$ cat config.mk
export PLATFORM = sky130hd
export DESIGN_NAME = mem_arbiter_flat
export DESIGN_NICKNAME = d
export VERILOG_FILES = /design/src/rtl/mic1_mem_pkg.sv /design/src/rtl/mem_arbiter_if.sv /design/src/rtl/mem_byte_sel.sv /design/src/rtl/mem_arbiter.sv /design/src/flat_wrapper.sv
export SDC_FILE = /design/constraint.sdc
export NUM_CORES = 1
export LEC_CHECK = 0
export ABC_AREA = 1
export CORE_AREA = 2 2 135 137
export DETAILED_ROUTE_END_ITERATION = 6
export DIE_AREA = 0 0 137 139
export GPL_TIMING_DRIVEN = 0
export PLACE_DENSITY = 0.78
export SLEW_MARGIN = 5
export SYNTH_ARGS = -nofsm -noshare
export SYNTH_HDL_FRONTEND = slang
export SYNTH_SLANG_ARGS = --single-unit
$ cat constraint.sdc
create_clock -name clk -period 4.6 [get_ports clk]
set_input_delay 1.38 -clock clk [delete_from_list [all_inputs] [get_ports clk]]
set_output_delay 1.38 -clock clk [all_outputs]
set_load 0.1 [all_outputs]
$ cat src/rtl/mic1_mem_pkg.sv
// Shared types and helpers for the MIC-1 memory arbiter.
// Holds the FSM/data-op enums, bus widths and the byte-lane selector.
package mic1_mem_pkg;

    localparam int ADDR_W = 32;
    localparam int DATA_W = 32;

    typedef enum logic [1:0] {
        IDLE,
        DATA,
        FETCH
    } state_t;

    typedef enum logic {
        RD,
        WR
    } data_op_t;

    // Little-endian lane pick: lane 0 is bits 7:0.
    function automatic logic [7:0] byte_lane(
        input logic [DATA_W-1:0] word,
        input logic [1:0]        lane
    );
        logic [7:0] b;
        unique case (lane)
            2'd0: b = word[7:0];
            2'd1: b = word[15:8];
            2'd2: b = word[23:16];
            2'd3: b = word[31:24];
            default: b = 8'h00;
        endcase
        return b;
    endfunction

endpackage

$ cat src/rtl/mem_arbiter_if.sv
// Single shared memory port with a ready-based completion handshake.
// master = arbiter side, slave = memory side.
interface mem_arbiter_if #(
    parameter int ADDR_W = 32,
    parameter int DATA_W = 32
);

    logic [ADDR_W-1:0] mem_addr;
    logic [DATA_W-1:0] mem_wdata;
    logic              mem_rd;
    logic              mem_wr;
    logic [DATA_W-1:0] mem_rdata;
    logic              mem_ready;

    modport master (
        output mem_addr,
        output mem_wdata,
        output mem_rd,
        output mem_wr,
        input  mem_rdata,
        input  mem_ready
    );

    modport slave (
        input  mem_addr,
        input  mem_wdata,
        input  mem_rd,
        input  mem_wr,
        output mem_rdata,
        output mem_ready
    );

endinterface

$ cat src/rtl/mem_byte_sel.sv
// Combinational byte extract from a memory word by byte offset.
// Feeds MBR on fetch completion.
module mem_byte_sel
    import mic1_mem_pkg::*;
(
    input  logic [DATA_W-1:0] word,
    input  logic [1:0]        lane,
    output logic [7:0]        byte_out
);

    assign byte_out = byte_lane(word, lane);

endmodule

$ cat src/rtl/mem_arbiter.sv
// MIC-1 memory arbiter: serialises read/write/fetch onto one memory port.
// Define MEM_ARB_RR_EN for round-robin data/fetch arbitration.
module mem_arbiter
    import mic1_mem_pkg::*;
(
    input  logic        clk,
    input  logic        rst,
    input  logic        rd_req,
    input  logic        wr_req,
    input  logic        fetch_req,
    input  logic [31:0] mar,
    input  logic [31:0] mdr_wdata,
    input  logic [31:0] pc,
    output logic [31:0] mdr_rdata,
    output logic        mdr_load,
    output logic [7:0]  mbr_data,
    output logic        mbr_load,
    output logic        stall,
    output logic        err,
    mem_arbiter_if.master mem
);

    state_t      state;
    state_t      state_nxt;

    logic        d_pend;
    data_op_t    d_op;
    logic [31:0] d_addr;
    logic [31:0] d_wdata;

    logic        f_pend;
    logic [31:0] f_pc;

    logic        d_req;
    logic        f_req;
    logic        d_first;
    logic        d_done;
    logic        f_done;
    logic [7:0]  f_byte;

    assign stall = d_pend | f_pend;

    // New work is only taken while nothing is outstanding.
    assign d_req  = ~stall & (rd_req | wr_req);
    assign f_req  = ~stall & fetch_req;
    assign d_done = (state == DATA) & mem.mem_ready;
    assign f_done = (state == FETCH) & mem.mem_ready;

`ifdef MEM_ARB_RR_EN
    logic last_data;

    always_ff @(posedge clk) begin
        if (rst)
            last_data <= 1'b0;
        else if (d_req && f_req)
            last_data <= d_first;
    end

    assign d_first = ~last_data;
`else
    assign d_first = 1'b1;
`endif

    mem_byte_sel u_byte_sel (
        .word     (mem.mem_rdata),
        .lane     (f_pc[1:0]),
        .byte_out (f_byte)
    );

    always_ff @(posedge clk) begin
        if (rst)
            state <= IDLE;
        else
            state <= state_nxt;
    end

    always_comb begin
        state_nxt = state;
        unique case (state)
            IDLE: begin
                if (d_req && (!f_req || d_first))
                    state_nxt = DATA;
                else if (f_req)
                    state_nxt = FETCH;
            end
            DATA: begin
                if (mem.mem_ready)
                    state_nxt = f_pend ? FETCH : IDLE;
            end
            FETCH: begin
                if (mem.mem_ready)
                    state_nxt = d_pend ? DATA : IDLE;
            end
            default: state_nxt = IDLE;
        endcase
    end

    always_comb begin
        mem.mem_rd    = 1'b0;
        mem.mem_wr    = 1'b0;
        mem.mem_addr  = '0;
        mem.mem_wdata = '0;
        unique case (state)
            DATA: begin
                mem.mem_rd    = (d_op == RD);
                mem.mem_wr    = (d_op == WR);
                mem.mem_addr  = d_addr << 2;
                mem.mem_wdata = d_wdata;
            end
            FETCH: begin
                mem.mem_rd   = 1'b1;
                mem.mem_addr = {f_pc[31:2], 2'b00};
            end
            default: ;
        endcase
    end

    always_ff @(posedge clk) begin
        if (rst) begin
            d_pend    <= 1'b0;
            d_op      <= RD;
            d_addr    <= '0;
            d_wdata   <= '0;
            f_pend    <= 1'b0;
            f_pc      <= '0;
            mdr_rdata <= '0;
            mdr_load  <= 1'b0;
            mbr_data  <= '0;
            mbr_load  <= 1'b0;
            err       <= 1'b0;
        end else begin
            mdr_load <= 1'b0;
            mbr_load <= 1'b0;
            err      <= 1'b0;
            // rd+wr together: the write wins and the read is dropped.
            if (d_req) begin
                d_pend  <= 1'b1;
                d_op    <= wr_req ? WR : RD;
                d_addr  <= mar;
                d_wdata <= mdr_wdata;
                err     <= rd_req & wr_req;
            end
            if (f_req) begin
                f_pend <= 1'b1;
                f_pc   <= pc;
            end
            if (d_done) begin
                d_pend <= 1'b0;
                if (d_op == RD) begin
                    mdr_rdata <= mem.mem_rdata;
                    mdr_load  <= 1'b1;
                end
            end
            if (f_done) begin
                f_pend   <= 1'b0;
                mbr_data <= f_byte;
                mbr_load <= 1'b1;
            end
        end
    end

endmodule

$ cat src/flat_wrapper.sv
// flat-port wrapper written by rule: the top's interface ports become plain ports
module mem_arbiter_flat import mic1_mem_pkg::*;
  (clk, rst, rd_req, wr_req, fetch_req, mar, mdr_wdata, pc, mdr_rdata, mdr_load, mbr_data, mbr_load, stall, err, mem_mem_addr, mem_mem_wdata, mem_mem_rd, mem_mem_wr, mem_mem_rdata, mem_mem_ready);
  mem_arbiter_if #(.ADDR_W(32), .DATA_W(32)) mem_i ();
  input  logic clk;
  input  logic rst;
  input  logic rd_req;
  input  logic wr_req;
  input  logic fetch_req;
  input  logic [31:0] mar;
  input  logic [31:0] mdr_wdata;
  input  logic [31:0] pc;
  output logic [31:0] mdr_rdata;
  output logic mdr_load;
  output logic [7:0] mbr_data;
  output logic mbr_load;
  output logic stall;
  output logic err;
  output wire logic [$bits(mem_i.mem_addr)-1:0] mem_mem_addr;
  output wire logic [$bits(mem_i.mem_wdata)-1:0] mem_mem_wdata;
  output wire logic [$bits(mem_i.mem_rd)-1:0] mem_mem_rd;
  output wire logic [$bits(mem_i.mem_wr)-1:0] mem_mem_wr;
  input wire logic [$bits(mem_i.mem_rdata)-1:0] mem_mem_rdata;
  input wire logic [$bits(mem_i.mem_ready)-1:0] mem_mem_ready;
  assign mem_mem_addr = mem_i.mem_addr;
  assign mem_mem_wdata = mem_i.mem_wdata;
  assign mem_mem_rd = mem_i.mem_rd;
  assign mem_mem_wr = mem_i.mem_wr;
  assign mem_i.mem_rdata = mem_mem_rdata;
  assign mem_i.mem_ready = mem_mem_ready;
  mem_arbiter u_core (.clk(clk), .rst(rst), .rd_req(rd_req), .wr_req(wr_req), .fetch_req(fetch_req), .mar(mar), .mdr_wdata(mdr_wdata), .pc(pc), .mdr_rdata(mdr_rdata), .mdr_load(mdr_load), .mbr_data(mbr_data), .mbr_load(mbr_load), .stall(stall), .err(err), .mem(mem_i));
endmodule
==> results.sh, run 1 <==
export IMPL_run_status="complete, no violations"
export IMPL_place_congestion=0.8502
export IMPL_hold_start="u_core.f_pc[12]$_SDFFE_PP0P_"
export IMPL_period_needed_ns=4.495
export IMPL_die_h_um=139
export IMPL_synth_flop_cell="dfxtp_1"
export IMPL_fin_nets=1250
export IMPL_start_kind="register"
export IMPL_period_share_pct=97.71
export IMPL_diodes=0
export IMPL_slew_viol_final=0
export IMPL_fmax_mhz=222.5
export IMPL_synth_cell_type_count=23
export IMPL_cp_max_fo=10
export IMPL_die_area_um2=19040
export IMPL_cp_arrival_ns=3.11
export IMPL_core_um2=17660
export IMPL_combPwrFrac_pct=46.5
export IMPL_crit_type="reg -> out"
export IMPL_routedWlPerCell_um=14.86
export IMPL_min_path_type="reg -> reg"
export IMPL_wirelength_um=20090
export IMPL_r2r_start="u_core.state[1]$_SDFFE_PP0P_"
export IMPL_final_seq_area_um2=2843
export IMPL_rsz0062_at_grt="no"
export IMPL_place_area_um2=8712
export IMPL_crit_path_end_kind="primary output"
export IMPL_relSlewSlack_pct=31.34
export IMPL_multi_input_area_um2=2631
export IMPL_grt_pass1_wl_um=31510
export IMPL_die_w_um=137
export IMPL_worstPathRequired_ns=3.22
export IMPL_syn_area_per_cell_um2=7.069
export IMPL_layout_commonest_cell="nor2_1"
export IMPL_grt_usage_pct=21.15
export IMPL_cts_setup_buffers=0
export IMPL_drc=0
export IMPL_worst_pin_slew_ns=1.027
export IMPL_antenna_found_initial=0
export IMPL_fin_area_um2=9264
export IMPL_setup_viol=0
export IMPL_grt_overflow=0
export IMPL_clock_path_buffers=2
export IMPL_tns_ns=0
export IMPL_root_buffer="clkbuf_16"
export IMPL_grt_max_degree=17
export IMPL_io_buffers=239
export IMPL_cts_tree="yes"
export IMPL_synth_edf_count=0
export IMPL_numCtsBuffers=17
export IMPL_grt_pass1_vias=6127
export IMPL_hold_buffers=0
export IMPL_layout_drive_gt1_share_pct=7.213
export IMPL_routed_via_density=4.678
export IMPL_syn_cell_area_um2=6030
export IMPL_ys_warn_count=0
export IMPL_p_int_mw=2.885
export IMPL_netSwitchingPower_mw=2.509
export IMPL_syn2layout_area_growth_pct=53.64
export IMPL_p_leak_nw=4.068
export IMPL_ios=244
export IMPL_syn_inst=853
export IMPL_firstDrtPassIters=5
export IMPL_fillCellCount=1681
export IMPL_setup_worst_path_start="u_core.state[1]$_SDFFE_PP0P_"
export IMPL_synth_ff_latch_count=142
export IMPL_ys_seq_area_share_pct=47.15
export IMPL_seq_power_share_pct=29.7
export IMPL_drv_cap=0
export IMPL_cts_htree_levels=4
export IMPL_initial_core_util_pct=34.15
export IMPL_clkLatencyLatePin_ns=0.42
export IMPL_pwr_share_clk_pct=23.8
export IMPL_final_hold_violation_count=0
export IMPL_dpl_hpwl_um=15120
export IMPL_rows=49
export IMPL_final_core_util_pct=52.47
export IMPL_final_cell_mix="nor2_1, clkdlybuf4s50_1, dfxtp_1"
export IMPL_num_vias=6325
export IMPL_worst_clock_skew_ns=0.007322
export IMPL_drtIter0Drc=328
export IMPL_synthArstFlopShare_pct=0
export IMPL_ant_nets=0
export IMPL_switching_share_pct=46.51
export IMPL_cts_sinks=142
export IMPL_clk_pin_slew_ns=0.06
export IMPL_ir_drop_uv=297.7
export IMPL_p_per_area_nw_per_um2=582.2
-- critical path, stage by stage, from the launching register on --
cell	delay [ns]
dfxtp_1	0.33
inv_1	0.10
ha_1	0.31
clkbuf_1	0.43
nand2_1	0.15
a21oi_1	0.22
clkdlybuf4s50_1	1.16
-- flip-flops by register name, indices dropped and copies added, names as in the netlist --
register,flops
u_core.f_pc,32
u_core.mbr_data,8
u_core.d_addr,30
u_core.err,1
u_core.d_wdata,32
u_core.state,2
u_core.d_pend,1
u_core.d_op,1
u_core.mdr_rdata,32
u_core.f_pend,1
u_core.mbr_load,1
u_core.mdr_load,1
-- worst paths after layout --
| path | to | slack, ns | cells after the start |
|---|---|---|---|
| max | mem_mem_addr[22] | 0.11 | 6 |
| min | u_core.f_pc[12]$_SDFFE_PP0P_ | 0.48 | 2 |
| max reg2reg | u_core.mdr_rdata[1]$_SDFFE_PP0P_ | 2.83 | 8 |
| min reg2reg | u_core.f_pc[12]$_SDFFE_PP0P_ | 0.48 | 2 |
-- cells by family (layout without fill, tap and decap cells) --
logic type	Yosys count	count (layout)	synth area share, %
flip-flops	142	142	47.15
AO/OA/AOI/OAI	182	182	15.23
adder cells (fa/ha/maj)	4	4	0.8301
buffers and inverters	107	376	9.276
other	1	2	0.06219
AND/OR/NAND/NOR	417	417	27.45
-- cell type report --
type | instances | share of cell area, %
multi-input cells | 605 | 28.40
clock inverters | 10 | 0.9995
flip-flops and latches | 142 | 30.69
repair buffers | 239 | 25.96
plain buffers | 59 | 4.092
inverters | 48 | 1.945
clock buffers | 20 | 4.822
well taps | 229 | 3.093
-- through the flow --
| step | std cells | power, mW | hold slack (ns) | setup WS, ns |
|---|---|---|---|---|
| 2_1_floorplan | 854 | 3.455 | 0.4539 | 0.7066 |
| 6_report | 1352 | 5.394 | 0.4796 | 0.1052 |
| 5_1_grt | 1352 | 5.666 | 0.4884 | 0.002345 |
| 4_1_cts | 1352 | 5.431 | 0.4793 | 0.05789 |
| 3_3_place_gp | 1322 | 4.114 | 0.4594 | 0.3867 |
| 3_5_place_dp | 1322 | 4.142 | 0.4692 | 0.3674 |
-- Yosys cell counts, types with 5 or more instances --
library cell / n / area (um^2)
nor2_1: 252 / 945.9
dfxtp_1: 142 / 2843
nand2_1: 129 / 484.2
o21ai_0: 104 / 520.5
inv_1: 45 / 168.9
a21oi_1: 38 / 190.2
o21ai_1: 38 / 190.2
nand3_1: 19 / 95.09
clkbuf_1: 18 / 67.56
buf_2: 13 / 65.06
buf_6: 13 / 146.4
buf_4: 10 / 75.07
nor3_1: 8 / 40.04
clkbuf_2: 5 / 25.02
-- power groups by stage --
stage / Clock [mW] / Combinational [mW] / Sequential, mW
detailed placement: 0 / 2.52 / 1.62
global route: 1.36 / 2.68 / 1.63
global placement: 0 / 2.50 / 1.61
CTS: 1.31 / 2.52 / 1.60
finish: 1.28 / 2.51 / 1.60
floorplan: 0 / 1.45 / 2.01
-- per-layer routing --
layer,vias up,wire length (um),GRT usage (%)
met5,-,0,0
met1,2861,8379,25.31
met4,0,610,8.736
met2,208,9621,34.85
met3,40,1483,6.615
li1,3216,-,-
-- timing repair --
item                                    4_1_cts  5_1_grt
endpoints found under the setup margin        6        8
cloned                                        0        0
resized for setup                             6        8
(Power assumes the default switching activity.)
==> run 2: changes to the inputs <==
DONT_BUFFER_PORTS = 1   (was unset)
PLACE_DENSITY = 0.6   (was 0.78)
==> run 2 against run 1 <==
Effect of this change: combinational power shrank 29%; sequential share of layout area rose by 9.6 points; die area unchanged; final cell count fell by 17%; routed wire length shrank 6.3%; first-iteration DRC count shrank 29%; largest cell class unchanged; largest power group is now sequential cells; highest routed layer is now met5.
==> results.sh, run 2 (synthesized netlist as in run 1, its figures left out) <==
export IMPL_gr_usage_met2_pct=32.16
export IMPL_syn2layout_area_growth_pct=17.08
export IMPL_grt_busiest_layer="met2"
export IMPL_cts_setup_buffers=0
export IMPL_root_buffer="clkbuf_16"
export IMPL_cp_num_buf_inv=3
export IMPL_p_per_area_nw_per_um2=745.8
export IMPL_relSlewSlack_pct=15.88
export IMPL_pwr_share_clk_pct=27.6
export IMPL_fin_nets=1011
export IMPL_cp_slowest_stage_delay_ns=0.98
export IMPL_layout_commonest_cell="nor2_1"
export IMPL_firstDrtPassIters=5
export IMPL_grt_usage_pct=19.72
export IMPL_setup_viol=0
export IMPL_seq_power_share_pct=38.4
export IMPL_p_leak_nw=3.043
export IMPL_slew_viol_final=0
export IMPL_crit_family="compound AO/OA/AOI/OAI gates"
export IMPL_grt_util_met3_pct=9.174
export IMPL_whs_path_depth=2
export IMPL_core_um2=17660
export IMPL_fmax_mhz=234.0
export IMPL_drtIter0Drc=232
export IMPL_cts_resized=0
export IMPL_num_vias=5402
export IMPL_final_hold_violation_count=0
export IMPL_numCtsBuffers=17
export IMPL_p_int_mw=2.717
export IMPL_critPathMostFrequentCell="buf_2"
export IMPL_io_buffers=0
export IMPL_path_cells="inv_1 -> ha_1 -> buf_2 -> buf_2 -> nand2_1 -> a21oi_2"
export IMPL_crit_path_end_kind="primary output"
export IMPL_hold_start="u_core.d_wdata[23]$_SDFFE_PP0P_"
export IMPL_routed_via_density=4.841
export IMPL_die_area_um2=19040
export IMPL_worst_clock_skew_ns=0.008050
export IMPL_r2r_start="u_core.state[1]$_SDFFE_PP0P_"
export IMPL_place_congestion=0.8177
export IMPL_reg_top3="u_core.d_wdata: 32 flops, u_core.f_pc: 32 flops, u_core.mdr_rdata: 32 flops"
export IMPL_drv_cap=0
export IMPL_grt_pass1_wl_um=28670
export IMPL_die_h_um=139
export IMPL_r2r_end="u_core.mdr_rdata[2]$_SDFFE_PP0P_"
export IMPL_grt_overflow=0
export IMPL_initial_core_util_pct=34.15
export IMPL_worstPathRequired_ns=3.22
export IMPL_cp_max_fo=10
export IMPL_drc=0
export IMPL_start_kind="register"
export IMPL_die_w_um=137
export IMPL_rows=49
export IMPL_ir_drop_uv=291.4
export IMPL_cp_arrival_ns=2.89
export IMPL_ant_nets=0
export IMPL_total_power_mw=5.265
export IMPL_antenna_found_initial=2
export IMPL_clkLatencyLatePin_ns=0.42
export IMPL_combPwrFrac_pct=34.0
export IMPL_switching_share_pct=48.40
export IMPL_wirelength_um=18830
export IMPL_place_area_um2=6435
export IMPL_clock_path_buffers=2
export IMPL_dpl_hpwl_um=14270
export IMPL_min_to="u_core.d_wdata[23]$_SDFFE_PP0P_"
export IMPL_clk_pin_slew_ns=0.06
export IMPL_cts_tree="yes"
export IMPL_rsz0062_at_grt="no"
export IMPL_tns_ns=0
export IMPL_r2r_cells=8
export IMPL_final_cell_mix="nor2_1, dfxtp_1, nand2_1"
export IMPL_netSwitchingPower_mw=2.548
export IMPL_cts_htree_levels=4
export IMPL_use_met1_pct=22.99
export IMPL_cts_sinks=142
export IMPL_grt_pass1_vias=5272
export IMPL_period_share_pct=92.91
export IMPL_period_needed_ns=4.274
export IMPL_ios=244
export IMPL_grt_max_degree=17
export IMPL_r2r_setup_slack_ns=2.86
export IMPL_run_status="complete, no violations"
export IMPL_slowest_stage="a21oi_2"
export IMPL_hold_buffers=0
export IMPL_layout_drive_gt1_share_pct=13.09
export IMPL_fin_area_um2=7059
export IMPL_min_path_type="reg -> reg"
export IMPL_routedWlPerCell_um=16.87
export IMPL_worst_pin_slew_ns=1.263
export IMPL_crit_type="reg -> out"
run 2: through the flow:
step                worst slack (ns)  util (%)  std cells  hold WS [ns]
floorplan                     0.7066         -        854        0.4539
global placement              0.1089     35.79       1083        0.4609
detailed placement            0.7350     36.44       1083        0.4713
CTS                           0.2666     39.97       1115        0.4858
global route                  0.1678     39.97       1115        0.4982
finish                        0.3260     39.98       1116        0.4807
run 2: cell type report:
type	count	area, um^2
diodes	1	2.502
plain buffers	59	379.1
clock buffers	18	439.2
clock inverters	14	182.7
fillers	1900	10600
inverters	48	180.2
multi-input cells	605	2746
flip-flops and latches	142	2843
well taps	229	286.5
run 2: power by group through the flow:
stage | clock network (mW) | logic, mW | registers, mW
finish | 1.45 | 1.79 | 2.02
global route | 1.53 | 1.96 | 2.05
CTS | 1.48 | 1.81 | 2.02
detailed placement | 0 | 1.81 | 2.05
global placement | 0 | 1.74 | 2.04
floorplan | 0 | 1.45 | 2.01
run 2: routing by layer:
metal,vias to the layer above,wire length [um]
met3,19,1928
met5,-,12
met1,2432,7838
met2,207,8782
li1,2742,-
met4,2,264
run 2: how the worst max path moves through the flow:
stage                                             from              end  cells after the start
after floorplan           u_core.state[1]$_SDFFE_PP0P_  mem_mem_addr[4]                      6
after global placement    u_core.state[1]$_SDFFE_PP0P_  mem_mem_addr[6]                      6
after detailed placement  u_core.state[1]$_SDFFE_PP0P_  mem_mem_addr[8]                      6
after CTS                 u_core.state[1]$_SDFFE_PP0P_  mem_mem_addr[8]                      6
after global routing      u_core.state[1]$_SDFFE_PP0P_  mem_mem_addr[8]                      6
final                     u_core.state[1]$_SDFFE_PP0P_  mem_mem_addr[8]                      6
run 2: worst min-delay path, stage by stage, from the launching register on:
cell and delay, ns:
dfxtp_1 0.32, nor2_1 0.04, nor2_1 0.08
